**config.mk**
```make
export PLATFORM = sky130hd
export DESIGN_NAME = ysyx_22041211_ifu
export DESIGN_NICKNAME = d
export VERILOG_FILES = /design/src/rtl/ysyx_22041211_ifu.sv
export SDC_FILE = /design/constraint.sdc
export NUM_CORES = 1
export LEC_CHECK = 0
export CAP_MARGIN = 20
export CORE_UTILIZATION = 40
export CTS_BUF_LIST = sky130_fd_sc_hd__clkbuf_8
export DETAILED_ROUTE_END_ITERATION = 10
export PLACE_DENSITY_LB_ADDON = 0.12
export SLEW_MARGIN = 10
export SYNTH_ARGS = -nofsm -noshare
export SYNTH_HDL_FRONTEND = slang
export SYNTH_SLANG_ARGS = --single-unit
```
**constraint.sdc**
```tcl
create_clock -name clk -period 5.7 [get_ports clk]
set_input_delay 1.14 -clock clk [delete_from_list [all_inputs] [get_ports clk]]
set_output_delay 1.14 -clock clk [all_outputs]
set_load 0.1 [all_outputs]
```
**src/rtl/ysyx_22041211_ifu.sv**
```systemverilog
// Instruction fetch unit: owns the PC, issues one imem fetch at a time and
// hands {inst, pc} to the decoder over a valid/ready handshake.
module ysyx_22041211_ifu #(
  parameter logic [31:0] RESET_PC = 32'h8000_0000
) (
  input  logic        clk,
  input  logic        rst,
  output logic        imem_req_valid_o,
  input  logic        imem_req_ready_i,
  output logic [31:0] imem_addr_o,
  input  logic        imem_resp_valid_i,
  input  logic [31:0] imem_rdata_i,
  output logic        inst_valid_o,
  input  logic        inst_ready_i,
  output logic [31:0] inst_o,
  output logic [31:0] pc_o,
  input  logic        jmp_flag_i,
  input  logic [31:0] jmp_target_i,
  input  logic        branch_taken_i,
  input  logic [31:0] branch_target_i,
  input  logic        flush_i,
  input  logic [31:0] flush_pc_i,
  output logic        misalign_o
);

  typedef enum logic [2:0] {S_REQ, S_WAIT, S_DROP, S_HOLD, S_ERR} state_t;

  state_t      r_state;
  state_t      w_state_nxt;
  logic [31:0] r_pc;
  logic [31:0] w_pc_nxt;
  logic [31:0] r_inst;
  logic [31:0] r_pc_out;
  logic        r_inst_valid;
  logic        w_inst_valid_nxt;
  logic        r_misalign;
  logic        w_misalign_nxt;
  logic        w_capture;
  logic        w_fire;
  logic [31:0] w_redirect_pc;

  assign w_fire        = r_inst_valid & inst_ready_i;
  assign w_redirect_pc = jmp_flag_i     ? jmp_target_i    :
                         branch_taken_i ? branch_target_i : r_pc + 32'd4;

  always_ff @(posedge clk or posedge rst) begin
    if (rst) r_state <= S_REQ;
    else     r_state <= w_state_nxt;
  end

  always_comb begin
    w_state_nxt      = r_state;
    w_pc_nxt         = r_pc;
    w_inst_valid_nxt = r_inst_valid;
    w_misalign_nxt   = r_misalign;
    w_capture        = 1'b0;
    if ((r_state != S_ERR) && flush_i) begin
      w_pc_nxt         = flush_pc_i;
      w_inst_valid_nxt = 1'b0;
      case (r_state)
        S_WAIT:  w_state_nxt = imem_resp_valid_i ? S_REQ : S_DROP;
        S_DROP:  w_state_nxt = S_DROP;
        default: w_state_nxt = S_REQ;
      endcase
    end else begin
      case (r_state)
        S_REQ:  if (imem_req_ready_i) w_state_nxt = S_WAIT;
        S_WAIT: begin
          if (imem_resp_valid_i) begin
            w_capture        = 1'b1;
            w_inst_valid_nxt = 1'b1;
            w_state_nxt      = S_HOLD;
          end
        end
        S_HOLD: begin
          if (w_fire) begin
            w_inst_valid_nxt = 1'b0;
            w_pc_nxt         = w_redirect_pc;
            w_state_nxt      = S_REQ;
          end
        end
        S_DROP: if (imem_resp_valid_i) w_state_nxt = S_REQ;
        default: ;
      endcase
    end
    // A misaligned PC can only arrive via redirect or flush; it is terminal.
    if (w_pc_nxt[1:0] != 2'b00) begin
      w_state_nxt      = S_ERR;
      w_misalign_nxt   = 1'b1;
      w_inst_valid_nxt = 1'b0;
    end
  end

  always_ff @(posedge clk or posedge rst) begin
    if (rst) begin
      r_pc         <= RESET_PC;
      r_inst       <= 32'd0;
      r_pc_out     <= RESET_PC;
      r_inst_valid <= 1'b0;
      r_misalign   <= 1'b0;
    end else begin
      r_pc         <= w_pc_nxt;
      r_inst_valid <= w_inst_valid_nxt;
      r_misalign   <= w_misalign_nxt;
      if (w_capture) begin
        r_inst   <= imem_rdata_i;
        r_pc_out <= r_pc;
      end
    end
  end

  // Flush withdraws a pending request so memory never accepts a stale fetch.
  assign imem_req_valid_o = (r_state == S_REQ) && !flush_i && !rst;
  assign imem_addr_o      = r_pc;
  assign inst_valid_o     = r_inst_valid;
  assign inst_o           = r_inst;
  assign pc_o             = r_pc_out;
  assign misalign_o       = r_misalign;

endmodule

```
Word level (Yosys, flattened, before mapping)
Index checks and enable logic that the tools add are counted.

Reductions and logical operators: 14. Add/subtract/negate cells: 1. Muxes and demuxes: 22. Bitwise logic cells: 1. Eq/ne operators: 8.

Operator list (number): 32-bit 2-to-1 mux (5); 32-bit by 3-bit adder with 32-bit output (second input constant) (1); 3-bit 2-to-1 mux (6); 4-bit != test (second input constant) (4); 3-bit one-hot mux with 4 select lines (1); 1-bit 2-to-1 mux (7); 3-bit by 2-bit equality test with 1-bit output (second input constant) (2); 2-bit nonzero test (3); 6-bit nonzero test (1); 5-bit AND reduction (1); 2-bit one-hot mux with 2 select lines (1); 4-bit nonzero test (1); 3-bit by 1-bit equality test with 1-bit output (second input constant) (1); 1-bit logical AND (3); 3-bit logical NOT (1); 3-bit != test (second input constant) (1); 3-bit AND reduction (1); 1-bit logical NOT (2); 2-bit 2-to-1 mux (1); 1-bit one-hot mux with 2 select lines (1); 2-bit AND reduction (1); 1-bit bitwise AND (1).

Bits in registers: 101.

Logic depth before layout (Yosys ltp)
Depth in word-level cells: 9. Mapped depth: 8. Mapped depth without buffers: 6.

Worst setup path after synthesis
OpenSTA, ideal clock, no wires.

Kind: input to output. Start: input port flush_i. End: output port imem_req_valid_o. Arrival: 4462 ps. Buffers on the path: 1. Stages: 2. Slack: 98 ps. Cells stage by stage: clkbuf_1 > nor4b_1.

Longest elaborated chain between the ends: 3.

RTL lines: start: declaration (RTL line 21) `input logic flush_i,`; 1-bit logical NOT (RTL line 113) `assign imem_req_valid_o = (r_state == S_REQ) && !flush_i && !rst;`; 1-bit logical AND (2 in a row) (RTL line 113); end: declaration (RTL line 8) `output logic imem_req_valid_o,`.

Every way passes these cells.

Final worst setup path
Ends and elaborated chain as after synthesis.

==> impl_metrics.yaml <==
cts:
  clkSinkCount: 101
  clockRootBuffer: "clkbuf_8"
  cts_tree: "built"
  cts_resized: 0
  post_cts_buffers: 0
  cts_max_level: 3
  clkTransAtPathRegs_ns: 0.09
  cts_buffers: 9
  cts_hold_buffers: 0
  cts_buffer_depth: 2
  clk_latency_ns: 0.38
detailed_routing:
  ant_nets: 0
  drt_first_pass_iters: 7
  drt_iter0_markers: 289
  post-route-drc-count: 0
  wl_mm: 17.4
  via_per_inst: 5.55
  wl_per_cell_um: 19.2
  num_vias: 5027
worst_setup_path:
  startpoint_type: "primary input"
  critPathKind: "in -> out"
  end_kind: "output pin"
  cp.required_ns: 4.56
  cp_max_fo: 12
  critPathArrivalTime_ns: 3.30
pwr:
  power.density_nw_per_um2: 268
  leakage_nw: 3.38
  ir_drop_uv: 170
yosys:
  ys_ff_latch: 101
  synth_top_area_share_pct: 46.8
  ys_top_cells_by_count: "dfrtp_1 (99), mux2_2 (61), nand2_1 (51)"
  ys_warn_count: 0
  avgSynthCellArea_sq_um: 10.4
  synthMostInstantiatedCell: "dfrtp_1"
  postSynthNetCount: 646
  ys.flop_type: "dfrtp_1"
  syn-cell-area_sq_um: 5290
  synth_area_leaders: "dfrtp_1 (47%), mux2_2 (13%), nand2_1 (3.6%)"
  synth-edff-count: 0
  synth-seq-area-share_pct: 47.8
  syn_inst: 509
  ys_types: 66
  yosysTopAreaCell: "dfrtp_1"
  synthArstFlopShare_pct: 100
timing:
  worstMarginPinSlew_ns: 1.03
  slew_headroom_pct: 31.2
  fin_hold_ws_ns: 0.481
  period_minus_slack_ns: 4.44
  period_share_pct: 77.9
  skew_ns: 0.0109
  setup_viol: 0
  clock.fmax_mhz: 225
  slew_violations: 0
  hold_viol_final: 0
  rsz0062_at_grt: "false"
  finalSetupTns_ns: 0
grt:
  grt_pass1_vias: 4974
  antenna_found_initial: 0
  grt_max_degree: 73
  grt.overflow.total: 0
  grt_pass1_wl_mm: 26.8
  grt_use_total_pct: 26.1
cells_and_area:
  drive_gt1_share_pct: 14.4
  antenna_cells: 0
  fill_cells: 1035
  instances_no_fill: 906
  multi_input_area_sq_um: 2610
  nets: 866
  area_growth_pct: 51.0
  seq_area_sq_um: 2530
floorplanning:
  die-height_um: 117
  die-area_sq_um: 13700
  core_region_area_sq_um: 12800
  die_x_um: 117
  start_util_pct: 41.4
  rows: 41
  io_pins: 235
placement:
  gp_congestion: 0.822
  dp_hpwl_mm: 12.5
  portBuffers: 234
  dp.cells: 890
min_path:
  holdCritPathClass: "reg -> reg"
job:
  cap_violations: 0
status:
  outcome: "finished, final reports clean"
[cells in the final DEF (no fill, tap or decap), types with 3 or more instances in the layout]
| master | synthesis | routed |
|---|---|---|
| clkdlybuf4s50_1 | 0 | 234 |
| dfrtp_1 | 99 | 99 |
| mux2_2 | 61 | 61 |
| nand2_1 | 51 | 50 |
| nor2_1 | 36 | 36 |
| o21ai_0 | 30 | 30 |
| nand3_1 | 23 | 23 |
| a21oi_1 | 22 | 22 |
| xor2_1 | 14 | 14 |
| o211ai_1 | 9 | 9 |
| clkbuf_8 | 0 | 9 |
| a22oi_1 | 8 | 8 |
| nor2b_1 | 7 | 7 |
| inv_1 | 7 | 7 |
| xnor2_1 | 7 | 7 |
| nand4_1 | 6 | 6 |
| nor3_1 | 6 | 6 |
| o22ai_1 | 6 | 6 |
| a211oi_1 | 6 | 6 |
| mux2i_1 | 6 | 6 |
| buf_4 | 0 | 6 |
| a31oi_1 | 5 | 5 |
| nand2b_1 | 4 | 4 |
| a31o_2 | 4 | 4 |
| a221oi_1 | 4 | 4 |
| a221o_1 | 4 | 4 |
| and3_1 | 3 | 3 |
| a311oi_1 | 3 | 3 |
[metal layers]
layer | GRT usage [%] | up-vias | routed length (um)
met1 | 33.5 | 2469 | 7320
li1 | - | 2301 | -
met5 | 0 | - | 0
met4 | 9.11 | 0 | 404
met2 | 41.8 | 232 | 8150
met3 | 8.08 | 25 | 1500
[critical path, stage by stage]
cell	delay, ns
clkdlybuf4s50_1	0.60
nor4b_1	0.36
clkdlybuf4s50_1	1.19
[path summary, 6_finish.rpt]
check	startpoint	endpoint	slack, ns	cells past startpoint
setup / recovery	flush_i	imem_req_valid_o	1.26	3
hold / removal	misalign_o	misalign_o	0.48	1
setup reg to reg	r_state[2]	inst_valid_o	3.17	5
hold reg to reg	misalign_o	misalign_o	0.48	1
max in group asynchronous	rst	imem_addr_o[2]	3.40	3
min in group asynchronous	rst	inst_o[27]	1.35	2
[registers in the layout, indices dropped and copies added (netlist names)]
| register | flops |
|---|---|
| imem_addr_o | 32 |
| inst_o | 32 |
| inst_valid_o | 1 |
| misalign_o | 1 |
| pc_o | 32 |
| r_state | 3 |
[cell type report]
type                            count  area share, %
Clock buffer                        9           1.55
Timing Repair Buffer              240           29.9
Tap cell                          172           2.69
Inverter                            7          0.360
Sequential cell                   101           31.7
Clock inverter                      7           1.14
Multi-Input combinational cell    370           32.7
[per-stage QoR]
step / worst slack [ns] / cell area (sq um) / power (mW) / utilization, %
4_1_cts: 1.27 / 7990 / 2.16 / 62.5
5_1_grt: 1.14 / 7990 / 2.23 / 62.5
6_report: 1.26 / 7990 / 2.14 / 62.5
3_5_place_dp: 1.25 / 7770 / 1.65 / 60.8
3_3_place_gp: 1.31 / 7770 / 1.63 / 60.8
2_1_floorplan: 0.0980 / 5290 / 1.38 / -
[power breakdown]
part	internal [mW]	total (mW)	switching, mW
logic	0.248	0.767	0.519
registers	0.766	0.867	0.101
clock network	0.246	0.508	0.262
total	1.26	2.14	0.882
[logic make-up after synthesis]
group	share of synthesized area (%)
AOI/OAI and AO/OA	15.9
xor gates and xnor gates	3.48
DFF	47.8
muxes	14.1
buffers and inverters	2.96
and+or+nand+nor	15.5
adders and majority gates	0.236
Power figures use the tool's default switching activity.
